--- config.mk ---
export PLATFORM = sky130hd
export DESIGN_NAME = dmem_arbiter
export DESIGN_NICKNAME = d
export VERILOG_FILES = /design/src/rtl/dmem_arbiter.sv
export SDC_FILE = /design/constraint.sdc
export NUM_CORES = 1
export LEC_CHECK = 0
export ABC_CLOCK_PERIOD_IN_PS = 2800
export BUFFER_PORTS_ARGS = -buffer_cell sky130_fd_sc_hd__buf_2
export CORE_AREA = 2 2 108 110
export DETAILED_ROUTE_END_ITERATION = 12
export DIE_AREA = 0 0 110 112
export PLACE_DENSITY = 0.64
export RECOVER_POWER = 25
export SLEW_MARGIN = 10
export SYNTH_ARGS = -nofsm -noshare
export SYNTH_HDL_FRONTEND = slang
export SYNTH_SLANG_ARGS = --single-unit
--- constraint.sdc ---
create_clock -name clk -period 2.8 [get_ports clk]
set_clock_uncertainty 0.15 [all_clocks]
set_input_delay 0.42 -clock clk [delete_from_list [all_inputs] [get_ports clk]]
set_output_delay 0.42 -clock clk [all_outputs]
set_load 0.005 [all_outputs]
--- src/rtl/dmem_arbiter.sv ---
// dmem_arbiter: shares the 4 x 8-bit data SRAM between the single-cycle core
// backend and a word-burst DMA/bootloader port.
//   - Core accesses pass straight through to the SRAM when granted (no latency).
//   - DMA bursts run one word per clock from a latched start address/length;
//     the core is stalled while a burst owns the RAM.
//   - Starvation counters bound the wait on both sides: DMA is forced in after
//     STARVE_LIMIT lost IDLE cycles, and the core gets one YIELD slot after
//     STARVE_LIMIT stalled DMA cycles.
// Ports:
//   clk, rst (async, active high)
//   core_*  : core request/data (active-low strobes), core_rdata, core_stall_n
//   dma_*   : burst request/len/addr/data, dma_ack_n per word, dma_done_n at end
//   ram_*   : SRAM control/address/data; ram_wdata_oe enables the data pins
//   perf_stall_cnt : core stall-cycle counter
// Optional feature macro: DMEM_ARB_PERF_EN (enables perf_stall_cnt; otherwise 0).
module dmem_arbiter #(
  parameter int unsigned ADDR_W       = 15,
  parameter int unsigned LEN_W        = 5,
  parameter int unsigned STARVE_LIMIT = 4
) (
  input  logic              clk,
  input  logic              rst,
  input  logic              core_req_n,
  input  logic              core_we_n,
  input  logic [ADDR_W-1:0] core_addr,
  input  logic [3:0]        core_be_n,
  input  logic [31:0]       core_wdata,
  output logic [31:0]       core_rdata,
  output logic              core_stall_n,
  input  logic              dma_req_n,
  input  logic              dma_we_n,
  input  logic [ADDR_W-1:0] dma_addr,
  input  logic [LEN_W-1:0]  dma_len,
  input  logic [31:0]       dma_wdata,
  output logic [31:0]       dma_rdata,
  output logic              dma_ack_n,
  output logic              dma_done_n,
  output logic              ram_cs_n,
  output logic              ram_oe_n,
  output logic [3:0]        ram_we_n,
  output logic [ADDR_W-1:0] ram_addr,
  output logic [31:0]       ram_wdata,
  output logic              ram_wdata_oe,
  input  logic [31:0]       ram_rdata,
  output logic [15:0]       perf_stall_cnt
);

  typedef enum logic [1:0] {ST_IDLE, ST_DMA, ST_YIELD} state_e;

  localparam logic [3:0] LIMIT = 4'(STARVE_LIMIT);

  state_e              state_q, state_d;
  logic [ADDR_W-1:0]   addr_q, addr_d;
  logic [LEN_W-1:0]    remain_q, remain_d;
  logic                dir_we_n_q, dir_we_n_d;
  logic [3:0]          dma_wait_q, dma_wait_d;
  logic [3:0]          core_wait_q, core_wait_d;
  logic                core_gnt, dma_gnt;

  always_ff @(posedge clk or posedge rst) begin
    if (rst) begin
      state_q     <= ST_IDLE;
      addr_q      <= '0;
      remain_q    <= '0;
      dir_we_n_q  <= 1'b1;
      dma_wait_q  <= '0;
      core_wait_q <= '0;
    end else begin
      state_q     <= state_d;
      addr_q      <= addr_d;
      remain_q    <= remain_d;
      dir_we_n_q  <= dir_we_n_d;
      dma_wait_q  <= dma_wait_d;
      core_wait_q <= core_wait_d;
    end
  end

  always_comb begin
    state_d      = state_q;
    addr_d       = addr_q;
    remain_d     = remain_q;
    dir_we_n_d   = dir_we_n_q;
    dma_wait_d   = dma_wait_q;
    core_wait_d  = core_wait_q;
    core_gnt     = 1'b0;
    dma_gnt      = 1'b0;
    core_stall_n = 1'b1;
    dma_ack_n    = 1'b1;
    dma_done_n   = 1'b1;
    unique case (state_q)
      ST_IDLE: begin
        core_wait_d = '0;
        if (dma_req_n) dma_wait_d = '0;
        // Core wins ties unless the DMA has already lost LIMIT cycles.
        if (!core_req_n && !(!dma_req_n && dma_wait_q >= LIMIT)) begin
          core_gnt = 1'b1;
          if (!dma_req_n) dma_wait_d = dma_wait_q + 4'd1;
        end else if (!dma_req_n) begin
          addr_d     = dma_addr;
          remain_d   = dma_len;
          dir_we_n_d = dma_we_n;
          dma_wait_d = '0;
          state_d    = ST_DMA;
          if (!core_req_n) core_stall_n = 1'b0;
        end
      end
      ST_DMA: begin
        if (remain_q == '0) begin
          // Zero-length burst: completes without touching the RAM.
          dma_done_n = 1'b0;
          state_d    = ST_IDLE;
        end else begin
          dma_gnt   = 1'b1;
          dma_ack_n = 1'b0;
          addr_d    = addr_q + ADDR_W'(1);
          remain_d  = remain_q - LEN_W'(1);
          if (remain_q == LEN_W'(1)) begin
            dma_done_n = 1'b0;
            state_d    = ST_IDLE;
          end
        end
        if (!core_req_n) begin
          core_stall_n = 1'b0;
          core_wait_d  = core_wait_q + 4'd1;
          // Completion takes precedence; IDLE serves the core next cycle anyway.
          if (core_wait_q >= LIMIT - 4'd1 && state_d == ST_DMA) state_d = ST_YIELD;
        end else begin
          core_wait_d = '0;
        end
      end
      ST_YIELD: begin
        core_wait_d = '0;
        state_d     = ST_DMA;
        if (!core_req_n) core_gnt = 1'b1;
      end
      default: state_d = ST_IDLE;
    endcase
  end

  always_comb begin
    ram_cs_n     = 1'b1;
    ram_oe_n     = 1'b1;
    ram_we_n     = '1;
    ram_addr     = '0;
    ram_wdata    = '0;
    ram_wdata_oe = 1'b0;
    if (core_gnt) begin
      ram_cs_n = 1'b0;
      ram_addr = core_addr;
      if (!core_we_n) begin
        ram_we_n     = core_be_n;
        ram_wdata    = core_wdata;
        ram_wdata_oe = 1'b1;
      end else begin
        ram_oe_n = 1'b0;
      end
    end else if (dma_gnt) begin
      ram_cs_n = 1'b0;
      ram_addr = addr_q;
      if (!dir_we_n_q) begin
        ram_we_n     = '0;
        ram_wdata    = dma_wdata;
        ram_wdata_oe = 1'b1;
      end else begin
        ram_oe_n = 1'b0;
      end
    end
  end

  assign core_rdata = ram_rdata;
  assign dma_rdata  = ram_rdata;

`ifdef DMEM_ARB_PERF_EN
  logic [15:0] perf_q;

  always_ff @(posedge clk or posedge rst) begin
    if (rst) begin
      perf_q <= '0;
    end else if (!core_req_n && !core_stall_n && perf_q != '1) begin
      perf_q <= perf_q + 16'd1;
    end
  end

  assign perf_stall_cnt = perf_q;
`else
  assign perf_stall_cnt = '0;
`endif

endmodule
## Word level (Yosys, flattened, before mapping)

Index checks and enable logic that the tools add are counted.

| word-level totals | value |
|---|---|
| bits of input ports | 141 |
| output and inout port bits | 137 |
| register bits after elaboration | 31 |
| logic and storage cells | 87 |

| cells by class | value |
|---|---|
| eq/ne operators | 7 |
| magnitude comparators | 2 |
| bitwise operators | 2 |
| muxes and demuxes | 52 |
| reductions and logical operators | 14 |
| $add $sub $neg | 4 |

Operators with widths:

| kind | number |
|---|---|
| $mux 32 | 4 |
| $mux 15 | 5 |
| $pmux 15 s2 | 1 |
| $mux 4 | 7 |
| $mux 1 | 20 |
| $add 15x1->15 const B | 1 |
| $mux 5 | 3 |
| $mux 2 | 7 |
| $pmux 5 s2 | 1 |
| $add 4x1->4 const B | 2 |
| $pmux 4 s2 | 1 |
| $ne 2x2->1 const B | 3 |
| $pmux 2 s3 | 1 |
| $eq 5x1->1 const B | 1 |
| $logic_not 5->1 | 1 |
| $sub 5x1->5 const B | 1 |
| $eq 2x1->1 const B | 2 |
| $ge 4x2->1 const B | 1 |
| $ge 4x3->1 const B | 1 |
| $pmux 1 s2 | 2 |
| $reduce_and 4->1 | 1 |
| $reduce_bool 2->1 | 2 |
| $logic_and 1x1->1 | 3 |
| $logic_not 1->1 | 3 |
| other kinds (6) | 7 |

## Logic depth before layout (Yosys ltp)

| depth | value |
|---|---|
| depth in word-level cells | 9 |
| depth in mapped cells | 8 |
| mapped depth without buffers | 7 |

## Worst setup path before layout

No wires, ideal clock.

| timing | value |
|---|---|
| path type | register to output |
| start point | register remain_q[0] |
| end point | output port ram_wdata[10] |
| stages on the path, launching flop included | 9 |
| data arrival time | 1585 ps |
| data required time | 2230 ps |
| path buffers | 1 |
| path slack | 645 ps |
| cells stage by stage | dfrtp_1 > inv_1 > ha_1 > nor4b_4 > nor2_4 > inv_2 > nor2_8 > buf_6 > a22o_1 |

| between the ends | value |
|---|---|
| cells in the longest elaborated chain, start to end | 5 |

Ends and longest elaborated chain:

| what | line | RTL |
|---|---|---|
| start, declared | 54 | `logic [LEN_W-1:0] remain_q, remain_d;` |
| start signal, assigned | 71 | `remain_q <= remain_d;` |
| $logic_not 5->1 | 108 | `if (remain_q == '0) begin` |
| $mux 1 | 108 |  |
| $mux 1 | 90 | `unique case (state_q)` |
| $mux 32 | 157 | `end else if (dma_gnt) begin` |
| $mux 32 | 147 | `if (core_gnt) begin` |
| end, declared | 42 | `output logic [31:0] ram_wdata,` |

No other way between the ends.

## Worst setup path after layout

| timing | value |
|---|---|
| start point | register state_q[1] |
| end point | output port ram_wdata[20] |

| between the ends | value |
|---|---|
| cells in the longest elaborated chain, start to end | 4 |
| elaborated cells between the ends (all ways) | 7 |
| classes of those cells | 2 x eq/ne; 4 x mux; 1 x reduce/logical |

Ends and longest elaborated chain:

| what | line | RTL |
|---|---|---|
| start, declared | 52 | `state_e state_q, state_d;` |
| start signal, assigned | 69 | `state_q <= state_d;` |
| $eq 2x1->1 | 90 |  |
| $mux 1 | 90 |  |
| $mux 32 | 157 |  |
| $mux 32 (*) | 147 |  |

Mark *: on every way between the ends. The rest lies on a longest branch, timed or not.

==> out/metrics.cfg <==
[critical_path]
end_kind = primary output
cp_max_fo = 37
crit_path_max_incr_delay_ps = 540
critPathTopFamily = simple AND/OR/NAND/NOR gates
crit_type = flip-flop to primary output
startpoint_type = flip-flop
crit_arrival_ps = 2100
crit_buf_inv = 2
critPathSlowestCell = dfrtp_1
crit_chain = nand2b_1 > nor2_4 > inv_2 > nor2_8 > a22o_1 > buf_2
cp_data_required_time_ps = 2230

[run_status]
status = finished with violations
violations = max-capacitance violations, max-slew violations

[timing]
fin_ws_ps = 130
final-hold-violation-count = 0
tightest_slew_ps = 1810
maxSlewHeadroom_pct = -20.6
min_period_over_period_pct = 95.4
max_freq_ghz = 0.374
period_minus_slack_ps = 2670
fin_setup_tns_ps = 0
setup_violations = 0
grt_setup_unrepaired = false
maxSlewViolCount = 32

[drt]
drtPass1Iterations = 4
routed_via_density = 5.14
drc = 0
postRouteAntennaNets = 0
wirelength_mm = 11.6
drt-initial-drc-count = 200
vias = 3107
wl_per_cell_um = 19.2

[clock_tree]
clk-insertion-delay-late_ps = 280
post_cts_buffers = 0
cts-root-buf = clkbuf_16
tritoncts.num_buffers = 5
h-tree-depth = 2
clockBufferDepth = 2
tritoncts = done
cts.clk_slew.worst_paths_ps = 50
ctsResizeCount = 0
holdBufCountCts = 0
cts.sinks = 31

[logic_synthesis]
ys_ff_latch = 31
synthMuxAreaShare_pct = 0.326
synthSimpleGateAreaFrac_pct = 16.9
synthAdderAreaFrac_pct = 2.45
synth_xor_area_share_pct = 0
yosysSeqAreaShare_pct = 25.3
syn_inst = 370
synth_top_family_by_area = compound AO/OA/AOI/OAI gates
synthDominantCellAreaShare_pct = 24.5
ys_top_cells_by_area = dfrtp_1 (24%), buf_4 (21%), a22o_1 (13%)
avgSynthCellArea_um2 = 8.29
synth-compound-area-share_pct = 29.8
synth_most_common_cell = buf_4
synth_cell_types = 51
ys.flop_type = dfrtp_1
yosys_warnings = 0
synth-edff-count = 0
yosysTopAreaCell = dfrtp_1
async_flop_share_pct = 100
synth_area_um2 = 3070
yosys-top-cells-count = buf_4 (84), a22o_1 (47), dfrtp_1 (30), a21oi_1 (25), nor2_1 (22)

[layout]
area_growth_syn_to_layout_pct = 17.9
drive_gt1_share_pct = 42.3
fillers = 1204
final_nets = 607

[worst_hold_path]
hp-class = input pin to flip-flop

[power_and_ir_drop]
power_leakage_nw = 1.81
vdd_ir_drop_max_v = 0.000368
p_per_area_nw_per_um2 = 1030
switching_share_pct = 44.0
switching_power_w = 0.00164
clkPwrFrac_pct = 15.4
p_int_w = 0.00208
seq_power_share_pct = 24.6
p_comb_share_pct = 60.1

[global_routing]
grt_max_degree = 43
track_usage_pct = 18.0
overflow = 0
grt_pass1_vias = 2851
antenna_found_initial = 1
grt_pass1_wl_mm = 16.7

[run]
maxCapViolations = 1

[place]
gp_congestion = 0.841
placement.io_buffers = 165
place_worst_setup_slack_ps = 470
hpwlAfterDp_mm = 9.31

[floorplanning]
die-area_um2 = 12300
io_pins = 278
start_util_pct = 27.5
fp-row-count = 39
die_height_um = 112
core_area_um2 = 11200
die_w_um = 110

[layout make-up]
type                       instances  area (um^2)  area share (%)
inverter                           8         30.0           0.830
clock inverter                     1         7.51           0.208
multi-input combinational        242         1580            43.7
sequential                        31          777            21.5
antenna                            1         2.50          0.0692
tap                              143          179            4.95
timing repair buffer             172          887            24.5
clock buffer                       7          153            4.22
[stage by stage]
stage / utilization [%] / power [W] / std cells / cell area, um^2 / hold slack [ps]
after detailed placement: 30.9 / 0.00314 / 596 / 3460 / 337
after floorplan: - / 0.00247 / 385 / 3120 / 307
after global routing: 32.4 / 0.00402 / 605 / 3620 / 252
after CTS: 32.4 / 0.00374 / 604 / 3620 / 95.2
after global placement: 30.9 / 0.00309 / 596 / 3460 / 335
final: 32.4 / 0.00372 / 605 / 3620 / 205
[layer usage]
metal,up-vias,routed length [um],GRT usage [%]
li1,1437,-,-
met1,1480,4490,21.5
met3,6,930,4.16
met5,-,0,0
met4,0,114,3.63
met2,184,6110,32.4
[state kept, by name (all words and copies together) (netlist names)]
| name | flops |
|---|---|
| remain_q | 5 |
| addr_q | 15 |
| dma_wait_q | 4 |
| core_wait_q | 4 |
| state_q | 2 |
| dir_we_n_q | 1 |
[power groups by stage]
stage | clock, W | combinational [W] | sequential, W
global route | 0.000608 | 0.00245 | 0.000959
CTS | 0.000586 | 0.00224 | 0.000912
global placement | 0 | 0.00218 | 0.000907
floorplan | 0 | 0.00164 | 0.000831
finish | 0.000571 | 0.00224 | 0.000915
detailed placement | 0 | 0.00222 | 0.000918
[cells in the final DEF, fill, tap and decap left out, drive strengths merged, types with 6 or more instances in the layout]
master,synthesis,routed
inv,8,8
nand2,16,16
buf,97,171
nand3,17,17
a22o,47,47
conb,1,16
nor2,24,24
clkbuf,7,8
o21ai,21,21
ha,6,6
dfrtp,30,30
a21oi,26,26
[path summary, 6_finish.rpt]
kind | depth (start not counted) | startpoint | to | slack, ps
max in group asynchronous | 3 | rst | state_q[0] | 820
min reg2reg | 1 | dma_wait_q[0] | dma_wait_q[0] | 350
max | 6 | state_q[1] | ram_wdata[20] | 130
min in group asynchronous | 3 | rst | dma_wait_q[1] | 630
max reg2reg | 5 | state_q[1] | addr_q[11] | 460
min | 3 | dma_we_n | dir_we_n_q | 200
[worst min-delay path, cell delays in order]
cell	delay (ps)
buf_2	100
nand3_1	60
nand2_1	50
[logic make-up (layout without fill, tap and decap cells)]
kind of cell | count (synthesis) | after routing
compound gates | 125 | 125
buf+inv | 112 | 188
simple gates | 94 | 94
flops | 31 | 31
fa+ha+maj | 6 | 6
other cells | 1 | 17
mux | 1 | 1
Power figures use the tool's default switching activity.
